<file path="src/rtl/graphite_cmd_queue.sv">
// graphite_cmd_queue: command FIFO between the CPU IO write port and the Graphite
// AXI-stream command slave. The CPU can post bursts without polling tready for each word.
// Storage is a circular RAM of DEPTH-1 words plus an output register that holds the head word.
// Build option: GRAPHITE_CMDQ_STATS_EN builds the completed-beat counter on words_sent_o.
// Ports:
//   clk, reset_i          clock and synchronous active-high reset
//   ce_i                  clock enable; all state holds while it is low
//   wr_i, wr_data_i       CPU write strobe and 32-bit command word
//   cmd_axis_t*           AXI-stream master to Graphite (valid/data registered)
//   level_o               words accepted but not yet transferred (0..DEPTH)
//   empty_o, full_o, almost_full_o   flags decoded from level_o
//   overflow_o            sticky drop flag, cleared by clr_overflow_i
//   words_sent_o          completed-beat counter (0 when the stats option is off)
module graphite_cmd_queue #(
  parameter int unsigned DEPTH       = 16,
  parameter int unsigned AFULL_LEVEL = 12,
  localparam int unsigned LW         = $clog2(DEPTH + 1)
) (
  input  logic          clk,
  input  logic          reset_i,
  input  logic          ce_i,
  input  logic          wr_i,
  input  logic [31:0]   wr_data_i,
  output logic          cmd_axis_tvalid_o,
  input  logic          cmd_axis_tready_i,
  output logic [31:0]   cmd_axis_tdata_o,
  output logic [LW-1:0] level_o,
  output logic          empty_o,
  output logic          full_o,
  output logic          almost_full_o,
  output logic          overflow_o,
  input  logic          clr_overflow_i,
  output logic [31:0]   words_sent_o
);

  localparam int unsigned RAM_DEPTH = DEPTH - 1;
  localparam int unsigned PW        = $clog2(RAM_DEPTH);

  logic [31:0]   r_ram [RAM_DEPTH];
  logic [PW-1:0] r_rd_ptr;
  logic [PW-1:0] r_wr_ptr;
  logic [LW-1:0] r_ram_cnt;
  logic [LW-1:0] r_level;
  logic          r_tvalid;
  logic [31:0]   r_tdata;
  logic          r_overflow;

  logic          w_full;
  logic          w_beat;
  logic          w_wr_ok;
  logic          w_out_load;
  logic          w_ram_nonempty;
  logic          w_pop;
  logic          w_bypass;
  logic          w_push;
  logic [PW-1:0] w_rd_next;
  logic [PW-1:0] w_wr_next;

  // Handshake and write-acceptance decode; full is taken from the registered level.
  assign w_full         = (r_level == LW'(DEPTH));
  assign w_beat         = ce_i & r_tvalid & cmd_axis_tready_i;
  assign w_wr_ok        = ce_i & ~reset_i & wr_i & ~w_full;
  // Output register reloads when its word leaves or when it holds nothing.
  assign w_out_load     = ce_i & (~r_tvalid | cmd_axis_tready_i);
  assign w_ram_nonempty = (r_ram_cnt != '0);
  assign w_pop          = w_out_load & w_ram_nonempty;
  // An empty RAM lets the incoming word go straight to the output register.
  assign w_bypass       = w_out_load & ~w_ram_nonempty & w_wr_ok;
  assign w_push         = w_wr_ok & ~w_bypass;

  // RAM holds DEPTH-1 words, so pointers wrap explicitly rather than by overflow.
  assign w_rd_next = (r_rd_ptr == PW'(RAM_DEPTH - 1)) ? '0 : r_rd_ptr + PW'(1);
  assign w_wr_next = (r_wr_ptr == PW'(RAM_DEPTH - 1)) ? '0 : r_wr_ptr + PW'(1);

  // Storage array; contents need no reset because the pointers define validity.
  always_ff @(posedge clk) begin
    if (w_push) begin
      r_ram[r_wr_ptr] <= wr_data_i;
    end
  end

  // Pointers, output register, level and overflow state.
  always_ff @(posedge clk) begin
    if (reset_i) begin
      r_rd_ptr   <= '0;
      r_wr_ptr   <= '0;
      r_ram_cnt  <= '0;
      r_level    <= '0;
      r_tvalid   <= 1'b0;
      r_tdata    <= '0;
      r_overflow <= 1'b0;
    end else if (ce_i) begin
      if (w_pop) begin
        r_rd_ptr <= w_rd_next;
      end
      if (w_push) begin
        r_wr_ptr <= w_wr_next;
      end
      if (w_push && !w_pop) begin
        r_ram_cnt <= r_ram_cnt + LW'(1);
      end else if (w_pop && !w_push) begin
        r_ram_cnt <= r_ram_cnt - LW'(1);
      end

      if (w_out_load) begin
        if (w_ram_nonempty) begin
          r_tvalid <= 1'b1;
          r_tdata  <= r_ram[r_rd_ptr];
        end else if (w_wr_ok) begin
          r_tvalid <= 1'b1;
          r_tdata  <= wr_data_i;
        end else begin
          r_tvalid <= 1'b0;
        end
      end

      if (w_wr_ok && !w_beat) begin
        r_level <= r_level + LW'(1);
      end else if (w_beat && !w_wr_ok) begin
        r_level <= r_level - LW'(1);
      end

      // A dropped write takes priority over a clear in the same cycle.
      if (wr_i && w_full) begin
        r_overflow <= 1'b1;
      end else if (clr_overflow_i) begin
        r_overflow <= 1'b0;
      end
    end
  end

`ifdef GRAPHITE_CMDQ_STATS_EN
  logic [31:0] r_words_sent;

  // Completed-beat counter, wraps naturally at 2^32.
  always_ff @(posedge clk) begin
    if (reset_i) begin
      r_words_sent <= '0;
    end else if (w_beat) begin
      r_words_sent <= r_words_sent + 32'd1;
    end
  end

  assign words_sent_o = r_words_sent;
`else
  assign words_sent_o = 32'd0;
`endif

  assign cmd_axis_tvalid_o = r_tvalid;
  assign cmd_axis_tdata_o  = r_tdata;
  assign level_o           = r_level;
  assign overflow_o        = r_overflow;
  assign empty_o           = (r_level == '0);
  assign full_o            = w_full;
  assign almost_full_o     = (r_level >= LW'(AFULL_LEVEL));

endmodule
</file>
<file path="config.mk">
export PLATFORM = sky130hd
export DESIGN_NAME = graphite_cmd_queue
export DESIGN_NICKNAME = d
export VERILOG_FILES = /design/src/rtl/graphite_cmd_queue.sv
export SDC_FILE = /design/constraint.sdc
export NUM_CORES = 1
export LEC_CHECK = 0
export ABC_CLOCK_PERIOD_IN_PS = 12200
export CAP_MARGIN = 5
export CORE_MARGIN = 3
export CORE_UTILIZATION = 55
export CTS_CLUSTER_DIAMETER = 40
export DETAILED_ROUTE_END_ITERATION = 16
export PLACE_DENSITY = 0.74
export SLEW_MARGIN = 20
export SYNTH_ARGS = -nofsm -noshare
export SYNTH_HDL_FRONTEND = slang
export SYNTH_SLANG_ARGS = --single-unit
export TNS_END_PERCENT = 50
</file>
<file path="constraint.sdc">
create_clock -name clk -period 12.2 [get_ports clk]
set_input_delay 1.83 -clock clk [delete_from_list [all_inputs] [get_ports clk]]
set_output_delay 1.83 -clock clk [all_outputs]
set_load 0.01 [all_outputs]
</file>
* Word level (Yosys, flattened, before mapping)
Memory sizes are Yosys's and may differ from the RTL's. A register that Yosys moved wholly into a read port is not among the register bits. Index checks and enable logic that the tools add are counted.
Word-level totals: register bits 52, output and inout port bits 74, bits of input ports 38, memory bits (writable) 480, memories 1, word-level logic and storage cells 72, bits in latches 0, memory bits (read-only) 0
Operators by class: mux-type cells 16, shifts and indexed selects 0, $add $sub $neg 6, $lt $le $gt $ge 1, bitwise operators 16, div/mod/pow operators 0, reductions and logical operators 22, multiply operators 0, equality and inequality tests 3
Memories:
- r_ram | words 15, width 32, rd ports 1, clocked after memory_dff 1, wr ports 1, line 39 | logic [31:0] r_ram [RAM_DEPTH];
Operators by type and width (number):
- 2-to-1 mux 32 bit | 2
- 2-to-1 mux 5 bit | 4
- 2-to-1 mux 4 bit | 4
- AND reduction 2 bit | 6
- adder 5 x 1 -> 5 bit, second input constant | 2
- bitwise AND 1 bit | 10
- subtractor 5 x 1 -> 5 bit, second input constant | 2
- adder 4 x 1 -> 4 bit, second input constant | 2
- == test 4 bit, second input constant | 2
- nonzero test 2 bit | 4
- 2-to-1 mux 1 bit | 6
- == test 5 bit, second input constant | 1
- greater-or-equal comparator 5 x 4 -> 1 bit, second input constant | 1
- logical AND 1 bit | 5
- logical NOT 5 bit | 1
- inverter 1 bit | 5
- nonzero test 5 bit | 1
- logical NOT 1 bit | 4
- AND reduction 3 bit | 1
- bitwise OR 1 bit | 1

* Depth between registers and ports, before layout
Gate-level depths: netlist of run 1.
depth in word-level cells 11, gate-level depth with buffers 14, gate-level depth less buffers 13

* Least setup slack after synthesis of run 1
Ideal clock, no wire load.
path type input port to flip-flop, start input reset_i, end memory r_ram[0][0], enable pin, stages on the path 7, setup time 0.461 ns, data required time 11.739 ns, path buffers 1, slack 6.581 ns, arrival time 5.158 ns, path through buf_2 > nand3b_1 > a21o_2 > inv_2 > o21ai_4 > or3_1 > nor3_1
On the way: longest elaborated chain between the ends 9
Ends and longest elaborated chain:
- from (decl) | line 20 | input logic reset_i,
- inverter 1 bit * | line 62 | assign w_wr_ok = ce_i & ~reset_i & wr_i & ~w_full;
- bitwise AND 1 bit * (3 in a row) | line 62
- bitwise AND 1 bit | line 68 | assign w_bypass = w_out_load & ~w_ram_nonempty & w_wr_ok;
- inverter 1 bit | line 69 | assign w_push = w_wr_ok & ~w_bypass;
- bitwise AND 1 bit * | line 69
- 2-to-1 mux 1 bit * | line 77 | if (w_push) begin
- 2-to-1 mux 1 bit (not written as such) * | line 78 | r_ram[r_wr_ptr] <= wr_data_i;
- to (decl) | line 39
Mark *: on every way between the ends. The rest lies on a longest branch, timed or not.

* Final worst setup path of run 1
start input ce_i, end memory r_ram[2][4], enable pin
On the way: longest elaborated chain between the ends 8, elaborated cells between the ends (all ways) 10, classes of those cells 2 x mux; 8 x bitwise
Ends and longest elaborated chain:
- from (decl) | line 21 | input logic ce_i,
- bitwise AND 1 bit (3 in a row) | line 62
- bitwise AND 1 bit | line 68
- inverter 1 bit | line 69
- bitwise AND 1 bit * | line 69
- 2-to-1 mux 1 bit * | line 77
- 2-to-1 mux 1 bit (not written as such) * | line 78
Marked as above.

==> results of run 1 <==
==> layer usage <==
metal / global-route usage (%) / wire length, um / vias up
met5: 0 / 0 / -
met4: 6.780 / 952 / 0
met3: 3.414 / 2418 / 69
met2: 35.29 / 21630 / 389
met1: 30.47 / 19180 / 5570
li1: - / - / 4874
==> worst min-delay path by stage <==
| stage | start | end | cells after the start |
|---|---|---|---|
| floorplan | r_ram_cnt[3] | r_ram_cnt[3] | 2 |
| global placement | cmd_axis_tdata_o[6] | cmd_axis_tdata_o[6] | 1 |
| detailed placement | cmd_axis_tdata_o[12] | cmd_axis_tdata_o[12] | 1 |
| CTS | cmd_axis_tdata_o[14] | cmd_axis_tdata_o[14] | 1 |
| global route | cmd_axis_tdata_o[14] | cmd_axis_tdata_o[14] | 1 |
| finish | cmd_axis_tdata_o[20] | cmd_axis_tdata_o[20] | 2 |
==> worst register-to-register path: cells and delay by family, from the launching register on <==
kind                   cells  cell delay [ps]
buffers and inverters      2             1580
multiplexers               1              610
AO/OA/AOI/OAI              3              710
flip-flops                 1              720
==> state kept, by name, summed over array words and instances, names as in the netlist, named ones only <==
| signal | count |
|---|---|
| cmd_axis_tdata_o | 32 |
| cmd_axis_tvalid_o | 1 |
| level_o | 5 |
| overflow_o | 1 |
| r_ram | 480 |
| r_ram_cnt | 5 |
| r_rd_ptr | 4 |
| r_wr_ptr | 4 |
==> cell usage in the layout, fill, tap and decap left out, types with 9 or more instances in the layout <==
master,count
a211oi_1,10
a21oi_1,43
a221o_1,24
a22oi_1,16
buf_4,15
clkbuf_1,9
clkbuf_16,61
clkdlybuf4s50_1,78
conb_1,32
dfxtp_1,52
edfxtp_1,480
inv_6,9
mux2_2,26
mux2i_1,73
mux4_2,80
nand2_1,50
nor2_1,48
nor2_4,12
nor2b_1,11
nor4_1,16
o211ai_1,12
o21ai_0,41
==> stage by stage <==
stage	hold WS (ps)	util [%]
floorplan	490.8	-
global placement	474.7	59.18
detailed placement	481.3	59.35
CTS	497.2	64.79
global route	522.0	64.99
finish	496.6	64.99
==> cell families (layout without fill, tap and decap cells) <==
group	Yosys count	in the layout	synth area share, %
flip-flops	536	536	73.31
XOR/XNOR	7	7	0.2893
multiplexers	179	179	13.33
adder cells (fa/ha/maj)	10	10	0.6613
AND/OR/NAND/NOR	173	173	3.962
AO/OA/AOI/OAI	174	174	5.545
buffers and inverters	110	225	2.881
other	1	32	0.01770
==> where the power goes <==
part	internal [uW]	leakage [uW]	switching (uW)	total (uW)
combinational	338	0.00192	407	745
sequential	2070	0.00478	67.8	2140
clock	1090	0.000998	734	1830
==> final cells by class <==
class	instances	area (um^2)
sequential	536	15550
fill	2572	13250
multi-input combinational	575	5274
clock buffer	76	1643
timing repair buffer	100	1028
tap	511	639.4
clock inverter	38	417.9
inverter	11	41.29
==> run_results.csv, run 1 <==
group,metric,value,unit
drt,ant_nets,0,
timing,fmax,209.9,MHz
place,preCtsSetupSlack,6761,ps
synth,yosys_warnings,0,
worst_setup_path,crit_type,"in2reg",
place,globalplace.congestion,0.7723,
cts,insertion_delay,610,ps
synth,ys_async_sr_fraction,0,%
worst_setup_path,cp.arrival,5020,ps
grt,grt_pass1_vias,11300,
pwr,vdd_ir_drop_max,0.0001274,V
timing,fin_setup_tns,0,ps
drt,num_vias,10900,
worst_setup_path,cp_max_fo,21,
timing,fin_ws,7437,ps
floorplan,initial_core_util,55.99,%
drt,drt_wl_total,44180,um
cts,clk_pin_slew_worst_paths,60,ps
place,placedCellCount,1730,
timing,slew_headroom,28.03,%
synth,synth_cells,1190,
worst_setup_path,reg2reg_slack,8470,ps
synth,ys_types,54,
timing,finalSetupViolCount,0,
synth,synth_top_area_cell,"edfxtp_1",
place,dpl-instance-area,22460,um^2
floorplan,die_x,202.3,um
worst_setup_path,crit_path_end,"r_ram[2][4]",
pwr,total_power,4713,uW
place,place_hpwl,25230,um
synth,ys_ff_latch,536,
synth,synth_most_common_cell,"edfxtp_1",
pwr,p_leak,0.007698,uW
synth,synth_area_leaders,"edfxtp_1 68%, mux4_2 8.5%, dfxtp_1 5.3%, mux2i_1 3.4%, buf_4 1.4%",
floorplan,rows,71,
synth,syn_area_per_cell,17.81,um^2
cts,cts-htree-levels,2,
worst_setup_path,cp_slowest_cell,"nor3_2",
worst_setup_path,crit_family,"buffers and inverters",
worst_setup_path,cp.buffers_inverters,4,
layout,drive_gt1_share,19.46,%
grt,grt_first_pass_wirelength,67480,um
layout,syn2layout_area_growth,16.06,%
synth,ys.flop_type,"edfxtp_1",
cts,cts_tree,"yes",
grt,grt_max_degree,66,
layout,layout.nets,1332,
timing,fin_crit_sh,39.04,%
timing,fin_skew,16.11,ps
floorplan,core-area,37840,um^2
layout,fin_area,24590,um^2
cts,cts_buffers,60,
synth,synth_top_area_share,68.02,%
floorplan,pin_count,112,
drt,drt-wirelength-per-cell,23.92,um
timing,slew_violations,0,
place,io_buffers,79,
layout,n_antenna_cell,0,
pwr,power_density,191.6,nW/um^2
worst_setup_path,crit_path_start_kind,"primary input",
synth,ys_seq_area_share,73.31,%
worst_setup_path,crit_top_cell,"inv_2",
worst_setup_path,path_depth,9,
drt,drc,0,
min_path,min_path_type,"reg2reg",
status,status,"finished clean",
cts,clockBufferDepth,3,
timing,rsz0062_at_grt,"no",
grt,grt_usage,21.61,%
timing,hold_violations,0,
worst_setup_path,crit_start,"ce_i",
cts,ctsHoldBuffers,0,
drt,drt_pre_antenna_iters,5,
layout,instances_no_fill,1847,
worst_setup_path,worstPathRequired,12450,ps
drt,drt_iter0_drc,847,
cts,cts_setup_buffers,0,
synth,netlist_top_cells_count,"480 x edfxtp_1, 80 x mux4_2, 73 x mux2i_1",
floorplan,die-area,40920,um^2
synth,synth_edf_count,480,
drt,vias_per_cell,5.903,
floorplan,dieHeight,202.3,um
grt,antenna_found_initial,0,
cts,cts.sinks,536,
worst_setup_path,end_kind,"register",
worst_setup_path,r2r-end,"cmd_axis_tdata_o[16]",
grt,grt_overflow,0,
cts,cts_root_buf,"clkbuf_16",
synth,netlist_area,21190,um^2
timing,final.min_clock_period,4763,ps
cts,postCtsResizedCells,0,
timing,worst_slew_pin_slew,1074,ps
flow_run,cap_violations,0,
worst_setup_path,slowest_delay,880,ps
worst_setup_path,reg2regPathDepth,6,
worst_setup_path,crit_chain,"clkdlybuf4s50_1 -> nand3b_1 -> a21o_2 -> inv_2 -> o21ai_4 -> inv_2 -> nand2_1 -> nor3_2 -> buf_4",
(Power assumes the default switching activity.)
==> run 2, diff against run 1 <==
--- a/config.mk
+++ b/config.mk
@@ -5,7 +5,7 @@
 export SDC_FILE = /design/constraint.sdc
 export NUM_CORES = 1
 export LEC_CHECK = 0
-export ABC_CLOCK_PERIOD_IN_PS = 12200
+export ABC_CLOCK_PERIOD_IN_PS = 4610
 export CAP_MARGIN = 5
 export CORE_MARGIN = 3
 export CORE_UTILIZATION = 55
==> constraint.sdc (replaced) <==
create_clock -name clk -period 4.61 [get_ports clk]
set_input_delay 0.6915 -clock clk [delete_from_list [all_inputs] [get_ports clk]]
set_output_delay 0.6915 -clock clk [all_outputs]
set_load 0.01 [all_outputs]
==> run 2 against run 1 <==
Net effect: via count is 2.3% higher; power grew to 2.6 times the previous value; flip-flop and latch count stayed put.
==> run_results.csv, run 2 (synthesis gave the netlist of run 1 again) <==
group,metric,value,unit
place,place_hpwl,26380,um
cts,cts_tree,"yes",
worst_setup_path,worstPathRequired,5100,ps
drt,ant_nets,0,
grt,grt_pass1_vias,11240,
worst_setup_path,cp_max_fo,21,
worst_setup_path,crit_type,"reg2reg",
layout,instances_no_fill,1856,
grt,antenna_found_initial,0,
layout,final_cell_mix,"480 x edfxtp_1, 80 x mux4_2, 78 x clkdlybuf4s50_1, 73 x mux2i_1, 61 x clkbuf_16",
timing,hold_violations,0,
worst_setup_path,crit_start,"r_ram_cnt[0]",
floorplan,dieHeight,202.3,um
cts,cts_setup_buffers,0,
timing,fin_skew,17.62,ps
worst_setup_path,crit_path_start_kind,"register",
worst_setup_path,crit_path_end,"r_ram_cnt[4]",
floorplan,die_x,202.3,um
timing,final.min_clock_period,3370,ps
grt,grt_usage,22.31,%
min_path,hold_path.startpoint,"reset_i",
place,globalplace.congestion,0.7944,
grt,grt_first_pass_wirelength,69010,um
drt,drt_iter0_drc,1095,
layout,largest_reg_flops,480,
floorplan,core-area,37840,um^2
layout,layout.nets,1342,
grt,grt_max_degree,70,
floorplan,initial_core_util,55.99,%
place,placedCellCount,1743,
worst_setup_path,end_kind,"register",
drt,drt_wl_total,45180,um
cts,cts_buffers,60,
floorplan,die-area,40920,um^2
cts,cts_root_buf,"clkbuf_16",
cts,postCtsResizedCells,0,
timing,fin_setup_tns,0,ps
drt,drc,0,
layout,layout_commonest_cell,"edfxtp_1",
flow_run,cap_violations,0,
timing,worst_slew_pin_slew,981.8,ps
timing,fmax,296.7,MHz
timing,rsz0062_at_grt,"no",
pwr,p_leak,0.007714,uW
timing,slew_headroom,34.30,%
drt,drt-wirelength-per-cell,24.34,um
pwr,power_density,503.4,nW/um^2
min_path,min_path_type,"in2reg",
cts,insertion_delay,600,ps
cts,cts.sinks,536,
place,io_buffers,79,
layout,regMostFlops,"r_ram",
layout,syn2layout_area_growth,15.88,%
cts,cts-htree-levels,2,
grt,grt_overflow,0,
worst_setup_path,r2r-end,"r_ram_cnt[4]",
layout,drive_gt1_share,19.85,%
drt,num_vias,11150,
status,status,"finished clean",
drt,vias_per_cell,6.009,
worst_setup_path,reg2regPathDepth,12,
layout,n_antenna_cell,0,
worst_setup_path,cp.arrival,3860,ps
timing,slew_violations,0,
floorplan,rows,71,
drt,drt_pre_antenna_iters,5,
floorplan,pin_count,112,
cts,clk_pin_slew_worst_paths,50,ps
timing,fin_crit_sh,73.11,%
pwr,vdd_ir_drop_max,0.0004317,V
worst_setup_path,reg2reg_slack,1240,ps
worst_setup_path,r2r_start,"r_ram_cnt[0]",
cts,ctsHoldBuffers,0,
cts,clockBufferDepth,3,
timing,finalSetupViolCount,0,
run 2: changes by cell type in the layout (fill, tap and decap cells not counted), moves of 2 or more:
| cell | before | now |
|---|---|---|
| buf_4 | 15 | 27 |
| clkbuf_1 | 9 | 15 |
| clkinv_1 | 7 | 3 |
| clkinv_2 | 4 | 8 |
| inv_6 | 9 | 5 |
| buf_16 | 2 | 0 |
| clkbuf_8 | 6 | 4 |
run 2: metal layers:
metal  track usage [%]  part of all wire [%]
met4             5.890                   2.2
met2             35.74                    49
met3             4.204                   6.9
met1             32.17                    42
met5                 0                     0
run 2: report_power, final:
part | switching (uW) | internal [uW] | total, uW
clock network | 1890 | 2800 | 4690
registers | 178 | 5490 | 5670
logic | 1090 | 908 | 2000
run 2: final cells by class:
| cell class | instances | area, um^2 |
|---|---|---|
| Tap cell | 511 | 639.4 |
| Inverter | 11 | 41.29 |
| Fill cell | 2579 | 13290 |
| Sequential cell | 536 | 15550 |
| Clock inverter | 33 | 350.3 |
| Multi-Input combinational cell | 575 | 5268 |
| Clock buffer | 80 | 1638 |
| Timing Repair Buffer | 110 | 1069 |
run 2: worst max-delay path, stage by stage (launching register included):
cell and delay [ps]:
dfxtp_1 360, or4_4 570, nor2_4 240, nor2_2 100
inv_2 370, ha_1 240, inv_1 110, fa_1 420
a21o_1 170, a21oi_1 180, xnor2_1 160, a21oi_1 90
a31o_2 240
run 2: how the worst min path moves through the flow:
stage / to / cells past startpoint
2_1_floorplan: r_ram_cnt[3] / 2
3_3_place_gp: overflow_o / 2
3_5_place_dp: cmd_axis_tdata_o[9] / 1
4_1_cts: overflow_o / 3
5_1_grt: overflow_o / 3
6_report: overflow_o / 3
run 2: stage by stage:
step	hold WS (ps)	total power, uW	area [um^2]	utilization (%)	worst slack [ps]
after floorplan	490.8	7023	21310	-	129.3
after global routing	441.3	12850	24550	64.88	1105
after detailed placement	467.4	7766	22570	59.63	768.1
after global placement	466.7	7751	22570	59.63	815.0
after CTS	393.0	12460	24550	64.88	1244
final	413.9	12360	24550	64.88	1240
